===== src/rtl/pc_fetch_ctrl.sv =====
`default_nettype none
// ============================================================================
// Module      : pc_fetch_ctrl
// Description : Program-counter and instruction-fetch controller for the IF
//               stage. Holds the fetch PC, issues word requests to the
//               instruction memory over a request/grant handshake, and
//               handles stalls, branch/jump redirects, a halt address,
//               misaligned-target trapping and a saturating fetch counter.
//
// Ports:
//   clk          in   clock, rising-edge
//   rst_n        in   asynchronous active-low reset
//   stall        in   hazard stall: no fetch, PC held
//   redir_valid  in   redirect strobe from EX
//   redir_target in   redirect target address
//   im_req       out  fetch request to instruction memory
//   im_addr      out  word address of the request (pc[IM_AW+1:2])
//   im_gnt       in   memory accepts the request this cycle
//   pc           out  current fetch PC
//   if_valid     out  fetched instruction valid for decode
//   if_pc        out  PC of the instruction qualified by if_valid
//   halted       out  controller is in HALT
//   misalign     out  sticky misaligned-redirect flag
//   fetch_cnt    out  saturating count of delivered fetches
//
// Revision    : 1.0 - initial release
// ============================================================================
module pc_fetch_ctrl #(
    parameter int              XLEN      = 32,
    parameter int              IM_AW     = 14,
    parameter logic [XLEN-1:0] RESET_VEC = '0,
    parameter bit              HALT_EN   = 1'b1,
    parameter logic [XLEN-1:0] HALT_ADDR = 2048,
    parameter int              CNT_W     = 32
) (
    input  logic             clk,
    input  logic             rst_n,
    input  logic             stall,
    input  logic             redir_valid,
    input  logic [XLEN-1:0]  redir_target,
    output logic             im_req,
    output logic [IM_AW-1:0] im_addr,
    input  logic             im_gnt,
    output logic [XLEN-1:0]  pc,
    output logic             if_valid,
    output logic [XLEN-1:0]  if_pc,
    output logic             halted,
    output logic             misalign,
    output logic [CNT_W-1:0] fetch_cnt
);

    localparam logic [XLEN-1:0] c_PC_STEP = XLEN'(4);

    typedef enum logic [1:0] {
        ST_BOOT = 2'd0,
        ST_RUN  = 2'd1,
        ST_HALT = 2'd2,
        ST_ERR  = 2'd3
    } state_t;

    state_t           r_state;
    logic [XLEN-1:0]  r_pc;
    logic             r_if_valid;
    logic [XLEN-1:0]  r_if_pc;
    logic             r_misalign;
    logic [CNT_W-1:0] r_fetch_cnt;

    logic w_at_halt;
    logic w_redir_ok;
    logic w_redir_bad;
    logic w_req;
    logic w_acc;
    logic w_deliver;

    // The halt address is compared against the current PC; when it matches
    // the request is withheld, so that address is never fetched.
    assign w_at_halt   = HALT_EN && (r_pc == HALT_ADDR);
    assign w_redir_bad = redir_valid && (redir_target[1:0] != 2'b00);
    assign w_redir_ok  = redir_valid && (redir_target[1:0] == 2'b00);

    assign w_req     = (r_state == ST_RUN) && !stall && !w_at_halt;
    assign w_acc     = w_req && im_gnt;
    // Any redirect in the accept cycle (aligned or not) kills that fetch.
    assign w_deliver = w_acc && !redir_valid;

    always_ff @(posedge clk or negedge rst_n) begin
        if (!rst_n) begin
            r_state     <= ST_BOOT;
            r_pc        <= RESET_VEC;
            r_if_valid  <= 1'b0;
            r_if_pc     <= '0;
            r_misalign  <= 1'b0;
            r_fetch_cnt <= '0;
        end else begin
            r_if_valid <= w_deliver;
            if (w_acc) begin
                r_if_pc <= r_pc;
            end
            if (w_deliver && !(&r_fetch_cnt)) begin
                r_fetch_cnt <= r_fetch_cnt + CNT_W'(1);
            end

            case (r_state)
                ST_BOOT: begin
                    if (w_redir_bad) begin
                        r_state    <= ST_ERR;
                        r_misalign <= 1'b1;
                    end else begin
                        if (w_redir_ok) begin
                            r_pc <= redir_target;
                        end
                        r_state <= ST_RUN;
                    end
                end

                ST_RUN: begin
                    if (w_redir_bad) begin
                        r_state    <= ST_ERR;
                        r_misalign <= 1'b1;
                    end else if (w_redir_ok) begin
                        r_pc <= redir_target;
                    end else begin
                        if (w_acc) begin
                            r_pc <= r_pc + c_PC_STEP;
                        end
                        if (w_at_halt) begin
                            r_state <= ST_HALT;
                        end
                    end
                end

                ST_HALT: begin
                    if (w_redir_bad) begin
                        r_state    <= ST_ERR;
                        r_misalign <= 1'b1;
                    end else if (w_redir_ok) begin
                        r_pc    <= redir_target;
                        r_state <= ST_RUN;
                    end
                end

                ST_ERR: begin
                    // Terminal until reset; redirects are ignored.
                    r_state <= ST_ERR;
                end

                default: begin
                    r_state <= ST_ERR;
                end
            endcase
        end
    end

    assign im_req    = w_req;
    assign im_addr   = r_pc[IM_AW+1:2];
    assign pc        = r_pc;
    assign if_valid  = r_if_valid;
    assign if_pc     = r_if_pc;
    assign halted    = (r_state == ST_HALT);
    assign misalign  = r_misalign;
    assign fetch_cnt = r_fetch_cnt;

endmodule
`default_nettype wire


===== config.mk =====
export PLATFORM = sky130hd
export DESIGN_NAME = pc_fetch_ctrl
export DESIGN_NICKNAME = d
export VERILOG_FILES = /design/src/rtl/pc_fetch_ctrl.sv
export SDC_FILE = /design/constraint.sdc
export NUM_CORES = 1
export LEC_CHECK = 0
export ABC_CLOCK_PERIOD_IN_PS = 2400
export CAP_MARGIN = 25
export CORE_UTILIZATION = 25
export DETAILED_ROUTE_END_ITERATION = 8
export GPL_TIMING_DRIVEN = 1
export SETUP_SLACK_MARGIN = 0.02
export SLEW_MARGIN = 20
export SYNTH_ARGS = -nofsm -noshare
export SYNTH_HDL_FRONTEND = slang
export SYNTH_SLANG_ARGS = --single-unit
export TNS_END_PERCENT = 30

===== constraint.sdc =====
create_clock -name clk -period 2.4 [get_ports clk]
set_input_delay 0.6 -clock clk [delete_from_list [all_inputs] [get_ports clk]]
set_output_delay 0.6 -clock clk [all_outputs]
set_load 0.05 [all_outputs]

==> impl_results.rst, run 1 <==
.. list-table::
   :header-rows: 1

   * - Metric
     - Value
   * - Die ar.
     - 21800 µm²
   * - Number of cells in the finished layout apart from fillers
     - 984
   * - Vias post-DR
     - 4863
   * - Diode count
     - 0
   * - Height of the die
     - between 100 and 150 µm
   * - Die width
     - 148 µm
   * - Max Clock Freq
     - between 400 and 500 MHz
   * - Syn Nets
     - between 500 and 600
   * - Rel. slew slack
     - around two thirds
   * - Tightest Hold Check Type
     - in -> async
   * - Prevailing post-synth register cell
     - sky130_fd_sc_hd__dfrtp_1
   * - Largest fanout of any net on the critical path
     - 2
   * - Antenna violations before repair
     - 1
   * - Grt met3 use
     - 3.30%
   * - Cell family with the largest share of critical-path delay
     - simple AND/OR/NAND/NOR gates
   * - Insertion delay of the later-clocked pin in the worst-skew pair
     - 0.36 ns
   * - Effective utilization at floorplan
     - 25.8%
   * - Post-layout worst setup margin
     - -0.0153 ns
   * - Time the final worst path needs with I/O delays and setup
     - 2.42 ns
   * - Number of buffers inserted during clock tree synthesis
     - 9
   * - Failing checks
     - negative setup slack
   * - Routed WL
     - 16600 µm
   * - Number of standard-cell rows in the floorplan
     - 52
   * - First DRT Iteration DRCs
     - 495
   * - Maximum VDD drop
     - 0.321 mV
   * - Cell repeated most along the worst path
     - sky130_fd_sc_hd__buf_6
   * - RSZ-0062 raised after global routing
     - true
   * - Final global-route overflow total
     - 0
   * - Largest net degree at the start of global routing
     - 58
   * - Netlist Area Pre-Place
     - 5290 µm²
   * - Global placer's final weighted congestion
     - roughly 0.80
   * - GRT met2 Usage
     - 23.5%
   * - # fillers
     - 2007
   * - Pwr Total
     - between 3 and 4 mW
   * - Post-layout net count
     - 749
   * - Total core area
     - 20500 µm²
   * - Count of buffers inserted at the top-level ports
     - 150
   * - Worst Tran Pin Value
     - approximately 0.52 ns
   * - Worst clock skew
     - 0.0106 ns
   * - Status
     - complete, but fails checks
   * - Number of max-cap violations
     - 0
   * - GRT busiest layer
     - met2
   * - Period utilisation layout
     - 101%
   * - Maximum number of buffers from clock root to sink
     - 2
   * - Fraction of registers with async set or reset after synthesis
     - 100%
   * - Synthesis-to-finish area growth
     - 52.2%
   * - Wire length of the first global-routing pass
     - 26000 µm
   * - Number of flops mapped to enable cells by yosys
     - 0
   * - DRC violation count after routing
     - 0
   * - Critical-path cell list
     - inv_2 -> ha_4 -> nor4b_4 -> nand4_1 -> buf_6 -> nor2_4 -> nor3_4 -> buf_6
   * - Distinct cell type count after synthesis
     - 62
   * - Number of instances in the placed design
     - roughly 960
   * - Final worst hold slack
     - 0.0729 ns
   * - Clock tree root buffer cell
     - sky130_fd_sc_hd__clkbuf_16
   * - Via count normalized by instance count
     - 4.94
   * - Ratio of cells with drive above 1 in the final layout
     - a little under a quarter
   * - Crit Path Category
     - reg -> out
   * - Register bit count reported by yosys
     - 100
   * - Number of global-route vias before repair
     - 4527
   * - Critical path capture point type
     - primary output
   * - TritonCTS clock tree
     - built
   * - Power Dens Cells
     - 444 nW/µm²
   * - Post-synthesis sequential area ratio
     - 47.3%
   * - Data required, critical path
     - between 1.5 and 2 ns
   * - Delay of the slowest cell on the worst path
     - 0.41 ns
   * - Total setup violations reported at the end of the flow
     - 1
   * - Top Ports
     - 151
   * - Antenna Nets Post-Route
     - 0
   * - Met1 global-route usage
     - 21.9%
   * - Number of buffers and inverters on the critical path
     - 3
   * - Worst setup SP type
     - register
   * - Number of max-slew violations in the final report
     - 0
   * - Total clock sinks
     - 100
   * - DP HPWL
     - about 12000 µm
   * - Number of standard cells after synthesis
     - between 500 and 600
   * - Final hold violation count
     - 0
   * - Post-synthesis average cell area
     - 10.3 µm²
   * - Length of the first detailed-routing pass in iterations
     - 5
   * - Yosys warnings
     - 0
   * - Number of hold buffers added after cts
     - 0
   * - Slowest cell on crit path
     - sky130_fd_sc_hd__dfrtp_2
   * - CTS clock-pin slew for the worst setup and hold paths
     - around 0.070 ns
   * - Static Leakage
     - approximately 3.6 nW
   * - Arrival time at the worst endpoint
     - 1.82 ns
   * - Number of H-tree levels
     - 3
   * - Per-cell routed wire length
     - 16.8 µm
   * - Total global routing track utilization
     - 15.5%
-- Yosys cell counts (2+ instances only) --
cell	number	area, µm²
sky130_fd_sc_hd__a21oi_1	27	135
sky130_fd_sc_hd__a22o_1	2	17.5
sky130_fd_sc_hd__a22oi_1	8	60.1
sky130_fd_sc_hd__a2bb2oi_1	7	61.3
sky130_fd_sc_hd__a31oi_1	13	81.3
sky130_fd_sc_hd__a41oi_1	4	35.0
sky130_fd_sc_hd__and2_1	7	43.8
sky130_fd_sc_hd__and3_1	10	62.6
sky130_fd_sc_hd__and4_1	3	26.3
sky130_fd_sc_hd__buf_1	3	11.3
sky130_fd_sc_hd__buf_2	10	50.1
sky130_fd_sc_hd__buf_4	16	120
sky130_fd_sc_hd__buf_6	4	45.0
sky130_fd_sc_hd__clkbuf_1	12	45.0
sky130_fd_sc_hd__dfrtp_1	100	2500
sky130_fd_sc_hd__ha_1	3	37.5
sky130_fd_sc_hd__inv_1	6	22.5
sky130_fd_sc_hd__mux2_2	34	383
sky130_fd_sc_hd__nand2_1	36	135
sky130_fd_sc_hd__nand2b_1	2	12.5
sky130_fd_sc_hd__nand3_1	23	115
sky130_fd_sc_hd__nand4_1	16	100
sky130_fd_sc_hd__nand4_2	2	25.0
sky130_fd_sc_hd__nor2_1	24	90.1
sky130_fd_sc_hd__nor3_1	26	130
sky130_fd_sc_hd__nor4_1	15	93.8
sky130_fd_sc_hd__nor4_4	2	42.5
sky130_fd_sc_hd__nor4b_1	3	26.3
sky130_fd_sc_hd__o211ai_1	3	22.5
sky130_fd_sc_hd__o21ai_0	8	40.0
sky130_fd_sc_hd__o22a_1	9	78.8
sky130_fd_sc_hd__o22ai_1	10	62.6
sky130_fd_sc_hd__o2bb2a_1	7	70.1
sky130_fd_sc_hd__o2bb2ai_1	2	17.5
sky130_fd_sc_hd__or4_1	2	15.0
sky130_fd_sc_hd__xnor2_1	2	17.5
sky130_fd_sc_hd__xor2_1	27	236
-- through the flow --
step	setup WS (ns)	instance area (µm²)	setup TNS [ns]	utilization, %
6_report	-0.0153	8060	-0.0153	39.3
5_1_grt	-0.104	8060	-0.104	39.3
4_1_cts	-0.0501	8030	-0.0501	39.2
3_5_place_dp	-0.209	7570	-6.91	36.9
3_3_place_gp	-0.149	7570	-5.62	36.9
2_1_floorplan	0.0220	5310	0	-
-- worst register-to-register path, delay by kind of cell (launching register included) --
family / cells / cell delay, ns
AND/OR/NAND/NOR: 4 / 0.86
buffers and inverters: 4 / 0.50
flip-flops: 1 / 0.37
multiplexers: 1 / 0.29
adder cells (fa/ha/maj): 1 / 0.15
-- path summary, 6_finish.rpt --
check / start / slack [ns] / cells past startpoint / to
max: pc[2] / -0.02 / 8 / im_req
min: rst_n / 0.07 / 1 / misalign
max reg2reg: pc[2] / 0.12 / 10 / if_pc[25]
min reg2reg: misalign / 0.48 / 1 / misalign
max in group asynchronous: rst_n / 1.56 / 3 / if_pc[7]
min in group clk: misalign / 0.48 / 1 / misalign
-- placed cells by master (no fill, tap or decap), drive strengths merged, types with 4 or more instances in the layout --
cell type | Yosys | routed
nand3 | 23 | 23
and3 | 10 | 10
a41oi | 4 | 4
dfrtp | 100 | 100
nor4 | 18 | 18
nor2 | 25 | 25
a22oi | 8 | 8
xor2 | 27 | 27
a2bb2oi | 7 | 7
o2bb2a | 7 | 7
nand4 | 18 | 18
o21ai | 9 | 9
buf | 33 | 84
mux2 | 35 | 35
nand2 | 36 | 36
o22a | 9 | 9
a21oi | 27 | 27
o22ai | 10 | 10
and2 | 7 | 7
nor3 | 27 | 27
clkdlybuf4s50 | 0 | 144
a31oi | 13 | 13
clkbuf | 13 | 12
inv | 6 | 6
nor4b | 4 | 4
-- power by group --
group | switching (mW) | total [mW] | internal, mW
registers | 0.000494 | 1.69 | 1.69
logic | 0.0802 | 0.159 | 0.0790
clock network | 0.655 | 1.73 | 1.08
total | 0.735 | 3.58 | 2.84
-- logic make-up (layout without fill, tap and decap cells) --
group / count (synthesis) / after routing / synth area share (%)
AO/OA/AOI/OAI: 111 / 111 / 14.6
AND/OR/NAND/NOR: 182 / 182 / 19.2
XOR/XNOR: 29 / 29 / 4.80
buffers and inverters: 52 / 253 / 5.65
flip-flops: 100 / 100 / 47.3
multiplexers: 36 / 36 / 7.71
adder cells (fa/ha/maj): 3 / 3 / 0.709
-- repair_timing --
item	CTS	global route
setup endpoints to repair	41	12
gates resized for setup	15	5
pin swaps	4	1
buffers inserted	2	1
cloned	1	0
-- cell type report --
class	instances	area, µm²	share of cell area (%)
Clock buffer	12	256	3.18
Clock inverter	4	95.1	1.18
Inverter	6	22.5	0.280
Multi-Input combinational cell	361	2580	32.0
Sequential cell	100	2510	31.1
Tap cell	270	338	4.19
Timing Repair Buffer	231	2260	28.0
-- per-layer routing --
layer / share of wire [%] / vias to the layer above
met5: 0 / -
met4: 1.4 / 0
met3: 4.9 / 19
met2: 47 / 136
met1: 47 / 2406
li1: - / 2302
-- flip-flops by register name, indices dropped and copies added, names as in the netlist --
name and cells:
fetch_cnt 32, if_pc 32, if_valid 1, misalign 1
pc 32, r_state 2
Power figures use the tool's default switching activity.
==> inputs of run 2 (changes only) <==
- CORE_ASPECT_RATIO: unset -> 0.75
==> impl_results.rst, run 2 (synthesis gave the netlist of run 1 again) <==
.. list-table::
   :header-rows: 1

   * - Metric
     - Value
   * - DRC violation count after routing
     - 0
   * - TritonCTS clock tree
     - built
   * - Per-cell routed wire length
     - 16.9 µm
   * - Global placer's final weighted congestion
     - 0.804
   * - Reg-to-reg startpoint
     - pc[2]
   * - Synthesis-to-finish area growth
     - 50.2%
   * - CTS clock-pin slew for the worst setup and hold paths
     - 0.07 ns
   * - Number of standard-cell rows in the floorplan
     - 45
   * - Worst-case reg-to-reg path depth
     - 9
   * - Total clock sinks
     - 100
   * - Register-to-register path setup slack
     - 0.13 ns
   * - Status
     - complete, no violations
   * - Time the final worst path needs with I/O delays and setup
     - between 2 and 2.5 ns
   * - DP HPWL
     - about 12000 µm
   * - Top Ports
     - 151
   * - Worst Tran Pin Value
     - 0.547 ns
   * - Leading cell types in the layout, fill and taps excluded
     - sky130_fd_sc_hd__clkdlybuf4s50_1 (137), sky130_fd_sc_hd__dfrtp_1 (95), sky130_fd_sc_hd__buf_4 (71), sky130_fd_sc_hd__nand2_1 (35), sky130_fd_sc_hd__mux2_2 (34)
   * - Cell area reported after detailed placement
     - 7520 µm²
   * - Arrival time at the worst endpoint
     - 1.77 ns
   * - Total global routing track utilization
     - between 10% and 20%
   * - Slowest cell on crit path
     - sky130_fd_sc_hd__dfrtp_1
   * - Period utilisation layout
     - 98.6%
   * - First DRT Iteration DRCs
     - 366
   * - Die ar.
     - 21800 µm²
   * - Length of the first detailed-routing pass in iterations
     - 6
   * - RSZ-0062 raised after global routing
     - true
   * - Count of buffers inserted at the top-level ports
     - 150
   * - Pre-CTS setup slack
     - -0.209 ns
   * - Wire length of the first global-routing pass
     - 25800 µm
   * - Critical-path cell list
     - nor4_1 -> buf_4 -> nand4_1 -> nor2_4 -> nor3_4 -> buf_6
   * - Static Leakage
     - 3.61 nW
   * - Number of max-cap violations
     - 0
   * - Proportion of power drawn by flip-flops and latches
     - 50.5%
   * - Final global-route overflow total
     - 0
   * - Number of H-tree levels
     - 3
   * - Diode count
     - 0
   * - Antenna Nets Post-Route
     - 0
   * - Die width
     - 170 µm
   * - Post-layout net count
     - 744
   * - Rel. slew slack
     - 63.4%
   * - Critical path capture point type
     - primary output
   * - # fillers
     - a little over 2000
   * - Switching part of the total
     - a little under a quarter
   * - Final hold violation count
     - 0
   * - Delay of the slowest cell on the worst path
     - 0.40 ns
   * - Part of the power in combinational logic
     - 4.8%
   * - Maximum number of buffers from clock root to sink
     - 2
   * - Via count normalized by instance count
     - roughly 5
   * - Effective utilization at floorplan
     - 25.8%
   * - Antenna violations before repair
     - 0
   * - Worst setup SP type
     - register
   * - Tightest Hold Check Type
     - in -> async
   * - End point of the critical path
     - im_req
   * - Crit Path Category
     - reg -> out
   * - Routed WL
     - roughly 17000 µm
   * - Clock tree root buffer cell
     - sky130_fd_sc_hd__clkbuf_16
   * - Data required, critical path
     - 1.80 ns
   * - Number of max-slew violations in the final report
     - 0
   * - Number of global-route vias before repair
     - 4566
   * - Largest net degree at the start of global routing
     - 44
   * - Sw power
     - between 0.7 and 0.8 mW
   * - Maximum VDD drop
     - between 0.2 and 0.3 mV
   * - Post-layout worst setup margin
     - 0.0336 ns
   * - Vias post-DR
     - 4867
   * - Most common cell after layout, fill and taps aside
     - sky130_fd_sc_hd__clkdlybuf4s50_1
   * - Worst clock skew
     - 0.0130 ns
   * - Final sum of negative setup slack
     - 0 ns
   * - Insertion delay of the later-clocked pin in the worst-skew pair
     - 0.36 ns
   * - Largest fanout of any net on the critical path
     - 3
   * - Number of hold buffers added after cts
     - 0
   * - Total setup violations reported at the end of the flow
     - 0
   * - Critical path launch point
     - pc[30]
   * - Number of buffers inserted during clock tree synthesis
     - 9
   * - Area of all placed cells without fillers
     - approximately 8000 µm²
   * - Power Dens Cells
     - ~420 nW/µm²
   * - Internal
     - 2.58 mW
   * - Ratio of cells with drive above 1 in the final layout
     - ~23%
   * - End of the worst register-to-register path
     - if_pc[6]
   * - Height of the die
     - 128 µm
   * - Max Clock Freq
     - 423 MHz
   * - Clock network fraction of total power
     - roughly 45%
   * - Total core area
     - 20500 µm²
[run 2: cell count changes in the layout (fill, tap and decap cells not counted), sizes merged]
cell / delta
buf: -3
bufinv: -2
clkbuf: -1
clkdlybuf4s50: -7
clkinv: +1
dlygate4sd2: +1
dlymetal6s2s: +4
inv: +2
[run 2: worst min path at each step]
stage	start	to	slack (ns)
after floorplan	rst_n	fetch_cnt[0]	0.30
after global placement	misalign	misalign	0.45
after detailed placement	misalign	misalign	0.46
after CTS	rst_n	fetch_cnt[7]	0.24
after global routing	rst_n	fetch_cnt[10]	0.26
final	rst_n	fetch_cnt[7]	0.21
[run 2: power by group through the flow]
stage          clock network, mW  registers (mW)  logic (mW)
6_report                    1.49            1.69       0.160
5_1_grt                     1.61            1.68       0.177
4_1_cts                     1.55            1.68       0.165
3_5_place_dp                   0            1.72       0.164
3_3_place_gp                   0            1.72       0.165
2_1_floorplan                  0            1.72      0.0328
[run 2: layout make-up]
class	instances	area, µm²	share of cell area (%)
Clock buffer	11	233	2.93
Clock inverter	5	61.3	0.771
Inverter	6	22.5	0.283
Multi-Input combinational cell	361	2600	32.7
Sequential cell	100	2510	31.6
Tap cell	282	353	4.44
Timing Repair Buffer	226	2170	27.4
[run 2: metrics by stage]
stage / hold WS (ns) / utilization (%) / power (mW) / instances
2_1_floorplan: 0.304 / - / 1.76 / 513
3_5_place_dp: 0.458 / 36.7 / 1.88 / 972
6_report: 0.214 / 38.8 / 3.34 / 991
4_1_cts: 0.243 / 38.5 / 3.40 / 990
5_1_grt: 0.258 / 38.8 / 3.47 / 991
3_3_place_gp: 0.449 / 36.7 / 1.88 / 972
[run 2: what timing repair did]
item	in CTS	in global routing
gates resized for setup	14	13
setup buffers	3	1
pin swaps	5	3
setup endpoints to repair	61	36
endpoints found under the hold margin	0	0
[run 2: routing by layer]
metal | track usage (%) | share of wire [%]
met5 | 0 | 0
met4 | 4.45 | 1.6
met3 | 4.08 | 6.5
met2 | 21.8 | 42
met1 | 22.9 | 50
[run 2: critical path, delay by kind of cell, from the launching register on]
kind	cells	cell delay, ns
buf+inv	2	0.33
simple gates	4	0.69
flops	1	0.40
==> inputs of run 3 (changes only) <==
- PLACE_DENSITY: unset -> 0.46
==> impl_results.rst, run 3 (synthesis gave the netlist of run 1 again) <==
.. list-table::
   :header-rows: 1

   * - Metric
     - Value
   * - Worst-case reg-to-reg path depth
     - 10
   * - Time the final worst path needs with I/O delays and setup
     - 2.54 ns
   * - Wire length of the first global-routing pass
     - roughly 27000 µm
   * - DRC violation count after routing
     - 0
   * - Number of hold buffers added after cts
     - 0
   * - First DRT Iteration DRCs
     - ~260
   * - Fraction of the core area covered by cells at the end of the flow
     - 39.0%
   * - Maximum number of buffers from clock root to sink
     - 2
   * - Global placer's final weighted congestion
     - 0.840
   * - Most common cell after layout, fill and taps aside
     - sky130_fd_sc_hd__clkdlybuf4s50_1
   * - CTS clock-pin slew for the worst setup and hold paths
     - 0.07 ns
   * - Period utilisation layout
     - 106%
   * - Failing checks
     - negative setup slack
   * - Effective utilization at floorplan
     - 25.8%
   * - Number of H-tree levels
     - 3
   * - Area taken by flip-flops and latches
     - 2510 µm²
   * - Power Dens Cells
     - 433 nW/µm²
   * - TritonCTS clock tree
     - built
   * - Number of max-cap violations
     - 0
   * - Tightest Hold Check Type
     - in -> async
   * - Worst clock skew
     - 0.00845 ns
   * - DP HPWL
     - between 10000 and 15000 µm
   * - Number of standard-cell rows in the floorplan
     - 45
   * - Final global-route overflow total
     - 0
   * - Via count normalized by instance count
     - 4.90
   * - Worst Tran Pin Value
     - 0.520 ns
   * - # fillers
     - 2045
   * - Die width
     - approximately 170 µm
   * - Insertion delay of the later-clocked pin in the worst-skew pair
     - 0.35 ns
   * - Count of buffers inserted at the top-level ports
     - 150
   * - Maximum VDD drop
     - 0.314 mV
   * - Final worst hold slack
     - 0.166 ns
   * - Rel. slew slack
     - 65.2%
   * - Clock tree root buffer cell
     - sky130_fd_sc_hd__clkbuf_16
   * - Number of max-slew violations in the final report
     - 0
   * - Final sum of negative setup slack
     - -1.18 ns
   * - Pwr Total
     - 3.46 mW
   * - Status
     - complete, but fails checks
   * - Arrival time at the worst endpoint
     - just under 2 ns
   * - Antenna Nets Post-Route
     - 0
   * - Synthesis-to-finish area growth
     - 51.1%
   * - Length of the first detailed-routing pass in iterations
     - 5
   * - Largest net degree at the start of global routing
     - 49
   * - Per-cell routed wire length
     - 17.4 µm
   * - Antenna violations before repair
     - 0
   * - Total clock sinks
     - 100
   * - Total setup violations reported at the end of the flow
     - 34
   * - Number of buffers inserted during clock tree synthesis
     - 9
   * - Final hold violation count
     - 0
   * - Diode count
     - 0
   * - Routed WL
     - 17300 µm
   * - Ratio of cells with drive above 1 in the final layout
     - 24.4%
   * - Vias post-DR
     - 4871
   * - Crit Path Category
     - reg -> out
   * - Critical path capture point type
     - primary output
   * - Post-layout net count
     - 747
   * - Max Clock Freq
     - approximately 390 MHz
   * - Data required, critical path
     - 1.80 ns
   * - Static Leakage
     - ~3.6 nW
   * - Post-layout worst setup margin
     - -0.142 ns
   * - Total global routing track utilization
     - between 15 and 20%
   * - Total core area
     - 20500 µm²
   * - Die ar.
     - 21800 µm²
   * - RSZ-0062 raised after global routing
     - true
   * - Number of global-route vias before repair
     - 4747
   * - Worst setup SP type
     - register
   * - Area of combinational cells with multiple inputs
     - between 2000 and 3000 µm²
   * - Top Ports
     - 151
   * - Leading cell types in the layout, fill and taps excluded
     - sky130_fd_sc_hd__clkdlybuf4s50_1 (139), sky130_fd_sc_hd__dfrtp_1 (95), sky130_fd_sc_hd__buf_4 (76), sky130_fd_sc_hd__nand2_1 (35), sky130_fd_sc_hd__mux2_2 (34)
   * - Pre-CTS setup slack
     - -0.281 ns
   * - Largest fanout of any net on the critical path
     - 3
   * - Height of the die
     - 128 µm
[run 3: changes by cell type in the layout (fill, tap and decap cells not counted), sizes merged]
cell           previous run  this run
inv                       8         6
dlymetal6s2s              7         3
clkdlybuf4s50           137       139
dlygate4sd2               1         0
clkbuf                   11        12
clkinv                    2         1
bufinv                    1         2
clkinvlp                  0         1
buf                      81        87
[run 3: final timing paths]
path                          startpoint            end  slack (ns)
setup / recovery                  pc[15]         im_req       -0.14
hold / removal                     rst_n  fetch_cnt[17]        0.17
setup reg to reg                   pc[2]      if_pc[12]       -0.04
hold reg to reg            fetch_cnt[27]  fetch_cnt[27]        0.49
max in group asynchronous          rst_n          pc[3]        1.60
min in group clk           fetch_cnt[27]  fetch_cnt[27]        0.49
[run 3: power breakdown]
part	total [mW]	internal, mW	switching (mW)
registers	1.69	1.69	0.000618
clock network	1.61	0.970	0.643
logic	0.163	0.0807	0.0823
total	3.46	2.74	0.726
[run 3: critical path, stage by stage (launching register included)]
cell                      delay (ns)
sky130_fd_sc_hd__dfrtp_1        0.43
sky130_fd_sc_hd__nor4_1         0.43
sky130_fd_sc_hd__nand4_1        0.28
sky130_fd_sc_hd__nor2_4         0.22
sky130_fd_sc_hd__nor3_4         0.07
sky130_fd_sc_hd__buf_6          0.15
[run 3: through the flow]
step	cell area, µm²	std cells
6_report	8000	994
4_1_cts	7910	992
3_5_place_dp	7510	973
2_1_floorplan	5310	513
3_3_place_gp	7510	973
5_1_grt	8000	994
[run 3: what timing repair did]
item                       4_1_cts  5_1_grt
pin swaps                        5        7
setup endpoints to repair       59       61
buffers inserted                 3        2
resized for setup               12       17
[run 3: cell type report]
class / instances / share of cell area, %
clock buffers: 12 / 3.21
clock inverters: 4 / 0.907
inverters: 6 / 0.282
multi-input cells: 361 / 32.5
flip-flops and latches: 100 / 31.4
well taps: 282 / 4.41
repair buffers: 229 / 27.4
[run 3: per-layer routing]
metal  track usage [%]  part of all wire [%]  up-vias
met5                 0                     0        -
met3              3.98                   5.7       14
met1              23.4                    50     2420
li1                  -                     -     2294
met4              5.03                   1.5        0
met2              23.7                    43      143
